==> src/rtl/id_stage.sv <==
// id_stage: instruction decode with busy scoreboard, RAW/WAW stall and one-entry output register
// Optional feature macro ID_ILLEGAL_TRAP_EN: opcode 11x is accepted but dropped and sets sticky illegal_op;
// otherwise 11x decodes as a NOP bundle and illegal_op stays 0.
// Ports: clk/reset (sync, active-high); fetch side in_valid/in_ready/in_instr/in_pc;
//        RF read RS/RT -> rf_rd1/rf_rd2; writeback mirror wb_we/wb_rd; flush;
//        execute side out_valid/out_ready and the out_* bundle; busy_vec scoreboard; illegal_op.
module id_stage #(
    parameter int DATA_W     = 16,
    parameter int REG_ADDR_W = 3,
    parameter int NUM_REGS   = 8
) (
    input  logic                  clk,
    input  logic                  reset,
    input  logic                  in_valid,
    output logic                  in_ready,
    input  logic [DATA_W-1:0]     in_instr,
    input  logic [DATA_W-1:0]     in_pc,
    output logic [REG_ADDR_W-1:0] RS,
    output logic [REG_ADDR_W-1:0] RT,
    input  logic [DATA_W-1:0]     rf_rd1,
    input  logic [DATA_W-1:0]     rf_rd2,
    input  logic                  wb_we,
    input  logic [REG_ADDR_W-1:0] wb_rd,
    input  logic                  flush,
    output logic                  out_valid,
    input  logic                  out_ready,
    output logic [3:0]            out_alu_op,
    output logic                  out_reg_we,
    output logic                  out_mem_rd,
    output logic                  out_mem_wr,
    output logic                  out_branch,
    output logic                  out_jump,
    output logic [REG_ADDR_W-1:0] out_rd,
    output logic [DATA_W-1:0]     out_a,
    output logic [DATA_W-1:0]     out_b,
    output logic [DATA_W-1:0]     out_imm,
    output logic [DATA_W-1:0]     out_pc,
    output logic [NUM_REGS-1:0]   busy_vec,
    output logic                  illegal_op
);
`ifdef ID_ILLEGAL_TRAP_EN
    localparam bit TRAP = 1'b1;
`else
    localparam bit TRAP = 1'b0;
`endif
    logic [2:0]            op;
    logic                  is_r, is_addi, is_lw, is_sw, is_beq, is_j, is_ill;
    logic [REG_ADDR_W-1:0] dest;
    logic                  wr, use_rs, use_rt, hazard, accept;
    logic [NUM_REGS-1:0]   wb_mask, pend, busy_q, busy_d;
    logic [DATA_W-1:0]     imm;
    logic [3:0]            alu;
    logic                  valid_q, valid_d, ill_q, ill_d;
    logic [3:0]            alu_q;
    logic                  we_q, mr_q, mw_q, br_q, j_q;
    logic [REG_ADDR_W-1:0] rd_q;
    logic [DATA_W-1:0]     a_q, b_q, imm_q, pc_q;

    assign op      = in_instr[15:13];
    assign is_r    = op == 3'b000;
    assign is_addi = op == 3'b001;
    assign is_lw   = op == 3'b010;
    assign is_sw   = op == 3'b011;
    assign is_beq  = op == 3'b100;
    assign is_j    = op == 3'b101;
    assign is_ill  = op[2:1] == 2'b11;
    assign RS      = in_instr[12:10];
    assign RT      = in_instr[9:7];
    assign dest    = is_r ? in_instr[6:4] : in_instr[9:7];
    // r0 is hardwired zero: writes to it are dropped and never tracked
    assign wr      = (is_r || is_addi || is_lw) && dest != '0;
    assign use_rs  = !(is_j || is_ill);
    assign use_rt  = is_r || is_sw || is_beq;
    // RF writes on the falling edge, so a same-cycle writeback already satisfies a source read
    assign wb_mask = wb_we ? NUM_REGS'(1) << wb_rd : '0;
    assign pend    = busy_q & ~wb_mask & ~NUM_REGS'(1);
    assign hazard  = (use_rs && pend[RS]) || (use_rt && pend[RT]) || (wr && busy_q[dest]);
    assign in_ready = !reset && !flush && !hazard && (!valid_q || out_ready);
    assign accept  = in_valid && in_ready;
    assign alu     = is_r ? in_instr[3:0] : is_beq ? 4'b0001 : 4'b0000;
    assign imm     = is_j ? {{(DATA_W-13){1'b0}}, in_instr[12:0]} :
                     (is_addi || is_lw || is_sw || is_beq) ? {{(DATA_W-7){in_instr[6]}}, in_instr[6:0]} : '0;

    always_comb begin
        busy_d = busy_q & ~wb_mask;
        if (flush && valid_q && we_q) busy_d[rd_q] = 1'b0;
        if (accept && wr) busy_d[dest] = 1'b1;
        valid_d = flush ? 1'b0 : accept ? !(TRAP && is_ill) : valid_q && !out_ready;
        ill_d   = ill_q || (TRAP && accept && is_ill);
    end

    always_ff @(posedge clk) begin
        if (reset) begin
            valid_q <= 1'b0;
            busy_q  <= '0;
            ill_q   <= 1'b0;
            alu_q   <= '0;
            we_q    <= 1'b0;
            mr_q    <= 1'b0;
            mw_q    <= 1'b0;
            br_q    <= 1'b0;
            j_q     <= 1'b0;
            rd_q    <= '0;
            a_q     <= '0;
            b_q     <= '0;
            imm_q   <= '0;
            pc_q    <= '0;
        end else begin
            valid_q <= valid_d;
            busy_q  <= busy_d;
            ill_q   <= ill_d;
            if (accept) begin
                alu_q <= alu;
                we_q  <= wr;
                mr_q  <= is_lw;
                mw_q  <= is_sw;
                br_q  <= is_beq;
                j_q   <= is_j;
                rd_q  <= wr ? dest : '0;
                a_q   <= rf_rd1;
                b_q   <= rf_rd2;
                imm_q <= imm;
                pc_q  <= in_pc;
            end
        end
    end

    assign out_valid  = valid_q;
    assign out_alu_op = alu_q;
    assign out_reg_we = we_q;
    assign out_mem_rd = mr_q;
    assign out_mem_wr = mw_q;
    assign out_branch = br_q;
    assign out_jump   = j_q;
    assign out_rd     = rd_q;
    assign out_a      = a_q;
    assign out_b      = b_q;
    assign out_imm    = imm_q;
    assign out_pc     = pc_q;
    assign busy_vec   = busy_q;
    assign illegal_op = ill_q;
endmodule

==> config.mk <==
export PLATFORM = sky130hd
export DESIGN_NAME = id_stage
export DESIGN_NICKNAME = d
export VERILOG_FILES = /design/src/rtl/id_stage.sv
export SDC_FILE = /design/constraint.sdc
export NUM_CORES = 1
export LEC_CHECK = 0
export CORE_MARGIN = 2
export CORE_UTILIZATION = 35
export DETAILED_ROUTE_END_ITERATION = 7
export GPL_ROUTABILITY_DRIVEN = 1
export PLACE_DENSITY_LB_ADDON = 0.1
export REMOVE_ABC_BUFFERS = 1
export SKIP_LAST_GASP = 1
export SLEW_MARGIN = 20
export SYNTH_ARGS = -nofsm -noshare
export SYNTH_HDL_FRONTEND = slang
export SYNTH_SLANG_ARGS = --single-unit
==> constraint.sdc <==
create_clock -name clk -period 4.9 [get_ports clk]
set_input_delay 1.47 -clock clk [delete_from_list [all_inputs] [get_ports clk]]
set_output_delay 1.47 -clock clk [all_outputs]
set_load 0.02 [all_outputs]
== Yosys cells after proc, flatten, opt, wreduce, memory -nomap -nowiden ==
Index checks and enable logic that the tools add are counted.

* Magnitude comparators: 6
* Equal/unequal tests: 6
* Shift operators: 1
* Mux-type cells: 20
* Bitwise logic cells: 5
* Reductions and logical operators: 34

{| class="wikitable"
|+ Operator list
! cell !! count
|-
| $mux 16 || 2
|-
| $mux 8 || 3
|-
| $and 8x8->8 || 2
|-
| $lt 3x4->1 const B || 4
|-
| $not 8->8 || 2
|-
| $logic_and 1x1->1 || 14
|-
| $logic_or 1x1->1 || 11
|-
| $bmux 1 s3 || 3
|-
| $or 8x8->8 || 1
|-
| $shl 1x3->8 const A || 1
|-
| $mux 1 || 7
|-
| $demux 1 s3 || 2
|-
| $eq 3x2->1 const B || 2
|-
| $eq 3x3->1 const B || 2
|-
| $ge 3x1->1 const B || 2
|-
| $logic_not 1->1 || 6
|-
| $mux 3 || 2
|-
| $mux 4 || 1
|-
| $eq 3x1->1 const B || 1
|-
| $logic_not 3->1 || 1
|-
| $reduce_bool 3->1 || 1
|-
| $eq 2x2->1 const B || 1
|-
| $reduce_or 2->1 || 1
|}

* Register bits after elaboration: 85
* Input bits: 73
* Word-level logic and storage cells: 85

== Longest topological paths before layout ==
Gate-level depths: netlist (run 1).

* Depth after elaboration: 15
* Gate-level depth with buffers: 9
* Gate-level depth less buffers: 6

== Least setup slack after synthesis (run 1) ==
OpenSTA, ideal clock, no wires.

* Path kind: input-to-output
* From: input wb_rd[1]
* To: output in_ready
* Arrival: 3.219 ns
* Setup slack: 0.211 ns
* Cell stages on the path: 6
* Path buffers: 0
* Cells stage by stage: nand4bb_1 > and4b_1 > a2111oi_0 > and4b_1 > nor2_1 > and3b_1

* Cells in the longest elaborated chain, start to end: 12
* Elaborated cells between the ends (all ways): 15

{| class="wikitable"
|+ RTL lines
! item !! RTL line !! source
|-
| start: declaration || 23 || <nowiki>input logic [REG_ADDR_W-1:0] wb_rd,</nowiki>
|-
| $shl 1x3->8 * || 75 || <nowiki>assign wb_mask = wb_we ? NUM_REGS'(1) << wb_rd : '0;</nowiki>
|-
| $mux 8 * || 75 ||
|-
| $not 8->8 * || 76 || <nowiki>assign pend = busy_q & ~wb_mask & ~NUM_REGS'(1);</nowiki>
|-
| $and 8x8->8 * || 76 ||
|-
| $bmux 1 s3 || 77 || <nowiki>assign hazard = (use_rs && pend[RS]) || (use_rt && pend[RT]) || (wr && busy_q[dest]);</nowiki>
|-
| $mux 1 (implied by the code) || 77 ||
|-
| $logic_and 1x1->1 || 77 ||
|-
| $logic_or 1x1->1 * (2 in series) || 77 ||
|-
| $logic_not 1->1 * || 78 || <nowiki>assign in_ready = !reset && !flush && !hazard && (!valid_q || out_ready);</nowiki>
|-
| $logic_and 1x1->1 * (2 in series) || 78 ||
|-
| end: declaration || 15 || <nowiki>output logic in_ready,</nowiki>
|}

Every way passes the cells marked *; elsewhere a longest branch is shown, timed or not. The select of a mux whose other input is x is not followed.

== Final worst setup path (run 1) ==
* From: input in_instr[15]
* To: output in_ready

* Cells in the longest elaborated chain, start to end: 9
* Elaborated cells between the ends (all ways): 26

{| class="wikitable"
|+ RTL lines
! item !! RTL line !! source
|-
| start: declaration || 16 || <nowiki>input logic [DATA_W-1:0] in_instr,</nowiki>
|-
| $logic_not 3->1 (tied with other cells) || 60 || <nowiki>assign is_r = op == 3'b000;</nowiki>
|-
| $mux 3 (tied with other cells) || 69 || <nowiki>assign dest = is_r ? in_instr[6:4] : in_instr[9:7];</nowiki>
|-
| $bmux 1 s3 (tied with other cells) || 77 ||
|-
| $mux 1 (implied by the code) (tied with other cells) || 77 ||
|-
| $logic_and 1x1->1 / $logic_or 1x1->1 (equally long branches) || 77 ||
|-
| $logic_or 1x1->1 * || 77 ||
|-
| $logic_not 1->1 * || 78 ||
|-
| $logic_and 1x1->1 * (2 in series) || 78 ||
|}

Marked as above.

==> results of run 1 <==
## cell usage after synthesis (all sizes together) (7+ instances only)
cell type	n
nor2	10
nand2	45
clkbuf	12
a221oi	9
buf	22
o21ai	9
dfxtp	83
nand3	14
nor4	7
inv	16
mux2i	22
mux2	49
nor3	7
nor2b	52
a21oi	10
## per-stage QoR
step | util | hold slack [ns] | setup slack [ns] | setup TNS, ns | instance area, um^2
3_5_place_dp | 0.523 | 0.455 | -0.689 | -0.689 | 6230
6_report | 0.550 | 0.458 | 0.0958 | 0 | 6550
3_3_place_gp | 0.523 | 0.448 | -0.652 | -0.652 | 6230
5_1_grt | 0.550 | 0.473 | 0.0110 | 0 | 6550
2_1_floorplan | - | 0.533 | -1.49 | -118.10 | 4030
4_1_cts | 0.548 | 0.463 | 0.00772 | 0 | 6530
## sequential cells by signal (all words and copies together), names as in the netlist
register / count
out_valid: 1
out_pc: 16
out_a: 16
out_branch: 1
out_rd: 3
out_b: 16
out_imm: 14
busy_vec: 8
out_jump: 1
out_alu_op: 4
out_reg_we: 1
out_mem_wr: 1
out_mem_rd: 1
## per-layer routing
layer / global-route usage / part of all wire / vias to the layer above
met1: 0.240 / 0.46 / 1722
met2: 0.300 / 0.46 / 122
met3: 0.0609 / 0.066 / 12
met4: 0.0610 / 0.014 / 0
li1: - / - / 1846
met5: 0 / 0 / -
## layout make-up
| class | count | area (um^2) | share of cell area |
|---|---|---|---|
| multi-input combinational | 286 | 2340 | 0.357 |
| timing repair buffer | 212 | 2010 | 0.306 |
| sequential | 83 | 1660 | 0.254 |
| clock buffer | 11 | 233 | 0.0355 |
| inverter | 16 | 60.1 | 0.00917 |
| tap | 147 | 184 | 0.0281 |
| clock inverter | 3 | 65.1 | 0.00994 |
## cells by family (layout without fill, tap and decap cells)
logic type,count (synthesis),in the layout,share of synthesized area
AND/OR/NAND/NOR,158,158,0.205
flip-flops,83,83,0.391
multiplexers,73,73,0.234
AO/OA/AOI/OAI,54,54,0.104
buffers and inverters,50,242,0.0659
other,1,1,0.000882
## worst max-delay path by stage
stage	end	slack, ns
floorplan	out_a[0]	-1.49
global placement	in_ready	-0.65
detailed placement	in_ready	-0.69
CTS	in_ready	0.008
global route	in_ready	0.01
finish	in_ready	0.1
## power by group
| group | switching (W) | leakage (nW) | internal (W) | total, W |
|---|---|---|---|---|
| Clock | 0.000265 | 0.145 | 0.000440 | 0.000705 |
| Combinational | 0.000156 | 1.94 | 0.000194 | 0.000350 |
| Sequential | 0.0000147 | 0.675 | 0.000705 | 0.000720 |
| Total | 0.000435 | 2.76 | 0.00134 | 0.00177 |
## cells in the final DEF (no fill, tap or decap), drive strengths merged, types with 3 or more instances in the layout
master         instances
nand4b                 3
nor4                   7
buf                   50
mux2                  49
inv                   16
clkdlybuf4s50        156
nor2b                 52
a21oi                 10
dlygate4sd2            4
clkbuf                11
a31oi                  4
mux2i                 22
a221oi                 9
dfxtp                 83
o2111ai                4
nor3                   7
nand3b                 4
nand2b                 3
nand3                 14
o21ai                  9
nor2                  10
nand2                 45
## timing repair
action,CTS,global route
gates resized for setup,11,6
pin swaps,2,2
setup endpoints to repair,1,1
## worst max-delay path, stage by stage
cell and delay (ns):
clkdlybuf4s50_1 0.44, buf_4 0.16, o31ai_4 0.23, a21bo_2 0.26, a221oi_2 0.29, nor4_2 0.10, and3b_1 0.23, buf_4 0.14
==> out/metrics.cfg, run 1 <==
[grt]
grtUsageTotal = 0.188
first_global_vias = 3737
grt_max_degree = 63
grt_pass1_wl_um = 19100
grt-ovfl-total = 0
antenna_found_initial = 0

[clock_tree]
cts_buffers = 9
cts_root_buf = clkbuf_16
clockBufferDepth = 2
clock_latency_ns = 0.34
clkSlewWorstSetupHoldPaths_ns = 0.06
cts_tree = built
htree_levels = 3
cts.sinks = 83
hold_buffers = 0
post_cts_buffers = 0

[worst_setup_path]
r2r_end = out_a[2]
crit_required_ns = 3.43
critPathLaunchType = primary input
critical_path_class = in -> out
crit_start = in_instr[15]
rr_startpoint = busy_vec[7]
cp_max_fo = 2
crit_arrival_ns = 3.33
r2r_slack_ns = 2.13
rr_worst_depth = 7
crit_path_end_kind = primary output

[final_layout]
drive_gt1_frac = 0.208
layout.cells.non_filler = 758
fillCellCount = 1101
nNetsFinal = 681
area.growth.synth_to_final_pct = 54.0
diodes = 0

[timing]
grt_setup_unrepaired = false
finalCriticalPeriod_ns = 4.80
period_share = 0.980
tightest_slew_ns = 0.812
hold_violations = 0
finalSetupViolations = 0
fin_skew_ns = 0.00578
slew_violations = 0
fmax_ghz = 0.208
max_slew_margin = 0.458

[yosys]
yosysWarnings = 0
synth_area_um2 = 4250
synth_top_area_share = 0.391
ys_seq_area_frac = 0.391
netlist_instances = 419
synth.area.top_cells = dfxtp_1 (39%), mux2_4 (17%), nor2b_1 (7.6%)
yosysUniqueCellTypes = 54
async_flop_share = 0
synth.avg_cell_area_um2 = 10.1
ys_ff_latch = 83
synthFlopType = dfxtp_1
synth-edff-count = 0
yosysTopAreaCell = dfxtp_1

[placed_design]
place_inst = 744
io_buffer_count = 164
dpl.hpwl_um = 8680
gp_congestion = 0.879

[drt]
drtIter0Drc = 170
viasPerCell = 4.88
drt-wirelength-per-cell_um = 15.8
drt_wl_total_um = 12000
routed-via-count = 3702
dr.pass1.iters = 4
drc = 0
ant_nets = 0

[floorplanning]
core_um2 = 11900
die_height_um = 114
die_area_um2 = 13000
die_w_um = 114
io_pins = 166
rows = 40
start_util = 0.357

[run]
maxCapViolCount = 0

[min_path]
min_path_type = reg -> reg
hold_start = out_jump
whs_endpoint = out_jump
worstHoldPathCells = 2

[pwr]
p_leak_nw = 2.76
cellPowerDensity_nw_per_um2 = 271
finalPower_w = 0.00177
peakVddDrop_mv = 0.176

[run_status]
outcome = completed

Power figures use the tool's default switching activity.
==> inputs of run 2 (changes only) <==
==> constraint.sdc (replaced) <==
create_clock -name clk -period 6.1 [get_ports clk]
set_input_delay 1.83 -clock clk [delete_from_list [all_inputs] [get_ports clk]]
set_output_delay 1.83 -clock clk [all_outputs]
set_load 0.02 [all_outputs]
==> run 2 against run 1 <==
Via count down 0.46%. Combinational power down 22%. Worst hold slack better by 0.0020 ns. Core utilization down 1.6 points. Wire length down 2.4%. Critical endpoint unchanged.
==> out/metrics.cfg, run 2 (same netlist as run 1, synthesis figures left out) <==
[run_status]
outcome = completed

[min_path]
hold_start = out_mem_rd
min_path_type = reg -> reg
worstHoldPathCells = 2
whs_endpoint = out_mem_rd

[timing]
fin_skew_ns = 0.00509
max_slew_margin = 0.440
slew_violations = 0
tightest_slew_ns = 0.840
hold_violations = 0
finalCriticalPeriod_ns = 6.00
hold_slack_ns = 0.460
fmax_ghz = 0.167
period_share = 0.983
finalSetupViolations = 0
grt_setup_unrepaired = false

[clock_tree]
htree_levels = 3
cts_root_buf = clkbuf_16
clkSlewWorstSetupHoldPaths_ns = 0.06
cts_tree = built
cts_buffers = 9
clockBufferDepth = 2
cts.sinks = 83
clock_latency_ns = 0.34
post_cts_buffers = 0

[final_layout]
diodes = 0
multi_input_area_um2 = 2320
fillCellCount = 1122
layout.cells.non_filler = 740
final_util = 0.534
area.growth.synth_to_final_pct = 49.5
final_area_um2 = 6360
register_area_um2 = 1660
mostFrequentLayoutCell = clkdlybuf4s50_1
final_cell_mix = clkdlybuf4s50_1 (162), dfxtp_1 (83), nor2b_1 (52)
nNetsFinal = 662
drive_gt1_frac = 0.180

[floorplanning]
start_util = 0.357
die_height_um = 114
die_w_um = 114
die_area_um2 = 13000
rows = 40
io_pins = 166
core_um2 = 11900

[placed_design]
dpl.hpwl_um = 8500
io_buffer_count = 164
place_inst = 725
placed_area_um2 = 6090
gp_congestion = 0.888

[pwr]
finalPower_w = 0.00136
p_leak_nw = 2.63
peakVddDrop_mv = 0.0951
cellPowerDensity_nw_per_um2 = 213

[worst_setup_path]
crit_arrival_ns = 4.17
r2r_slack_ns = 3.17
critical_path_class = in -> out
r2r_end = out_b[9]
crit_required_ns = 4.27
worstPathCellList = clkdlybuf4s50_1 > nand4bb_1 > and4b_1 > a2111oi_0 > and4b_1 > nor2_1 > and3b_1 > dlygate4sd2_1
critPathLaunchType = primary input
worst_path_largest_cell_delay_ns = 0.51
rr_startpoint = busy_vec[4]
cp_max_fo = 8
rr_worst_depth = 7
crit_path_end_kind = primary output
slowest_stage = clkdlybuf4s50_1
cp_common_cell = and4b_1

[drt]
drtIter0Drc = 179
routed-via-count = 3685
viasPerCell = 4.98
drt_wl_total_um = 11700
dr.pass1.iters = 5
ant_nets = 0
drc = 0
drt-wirelength-per-cell_um = 15.8

[grt]
grt_pass1_wl_um = 18600
grt_max_degree = 64
antenna_found_initial = 0
grt-ovfl-total = 0
grtUsageTotal = 0.181
first_global_vias = 3717

[run]
maxCapViolCount = 0

run 2: changes by cell type in the layout (fill, tap and decap cells not counted), moves of 2 or more:
cell and delta:
buf_4 -20, clkdlybuf4s50_1 +6, dlygate4sd2_1 -3, bufinv_16 -2, dlymetal6s2s_1 -2
run 2: final cells by class:
cell class              instances  share of cell area
repair buffers                193               0.293
multi-input cells             286               0.365
flip-flops and latches         83               0.261
clock buffers                  11              0.0382
well taps                     147              0.0289
clock inverters                 4             0.00413
inverters                      16             0.00944
run 2: metal layers:
metal  global-route usage  vias up  share of wire
met2                0.298      133           0.47
li1                     -     1821              -
met1                0.233     1717           0.45
met5                    0        -              0
met3               0.0365       14          0.063
met4               0.0683        0          0.014
run 2: timing repair:
item | CTS | global route
hold buffers | 0 | 0
hold endpoints to repair | 0 | 0
resized for setup | 1 | 0
endpoints found under the setup margin | 1 | 0
run 2: worst max-delay path by stage:
stage / from / end / slack [ns] / cells after the start
2_1_floorplan: in_instr[15] / out_a[0] / -0.65 / 6
3_3_place_gp: wb_rd[1] / in_ready / -0.17 / 8
3_5_place_dp: wb_rd[1] / in_ready / -0.16 / 8
4_1_cts: wb_rd[1] / in_ready / 0.1 / 8
5_1_grt: wb_rd[1] / in_ready / 0.03 / 8
6_report: wb_rd[1] / in_ready / 0.10 / 8
run 2: report_power, final:
part	internal, W	total [W]	switching, W
Clock	0.000285	0.000507	0.000222
Sequential	0.000566	0.000578	0.0000119
Combinational	0.000150	0.000272	0.000122
Total	0.00100	0.00136	0.000356
run 2: critical path, delay by kind of cell:
family,cells,cell delay (ns)
compound gates,1,0.41
simple gates,5,1.07
buf+inv,2,0.86
run 2: metrics by stage:
step,setup slack (ns),TNS [ns]
4_1_cts,0.0963,0
6_report,0.105,0
3_3_place_gp,-0.170,-0.170
5_1_grt,0.0255,0
3_5_place_dp,-0.156,-0.156
2_1_floorplan,-0.649,-50.00
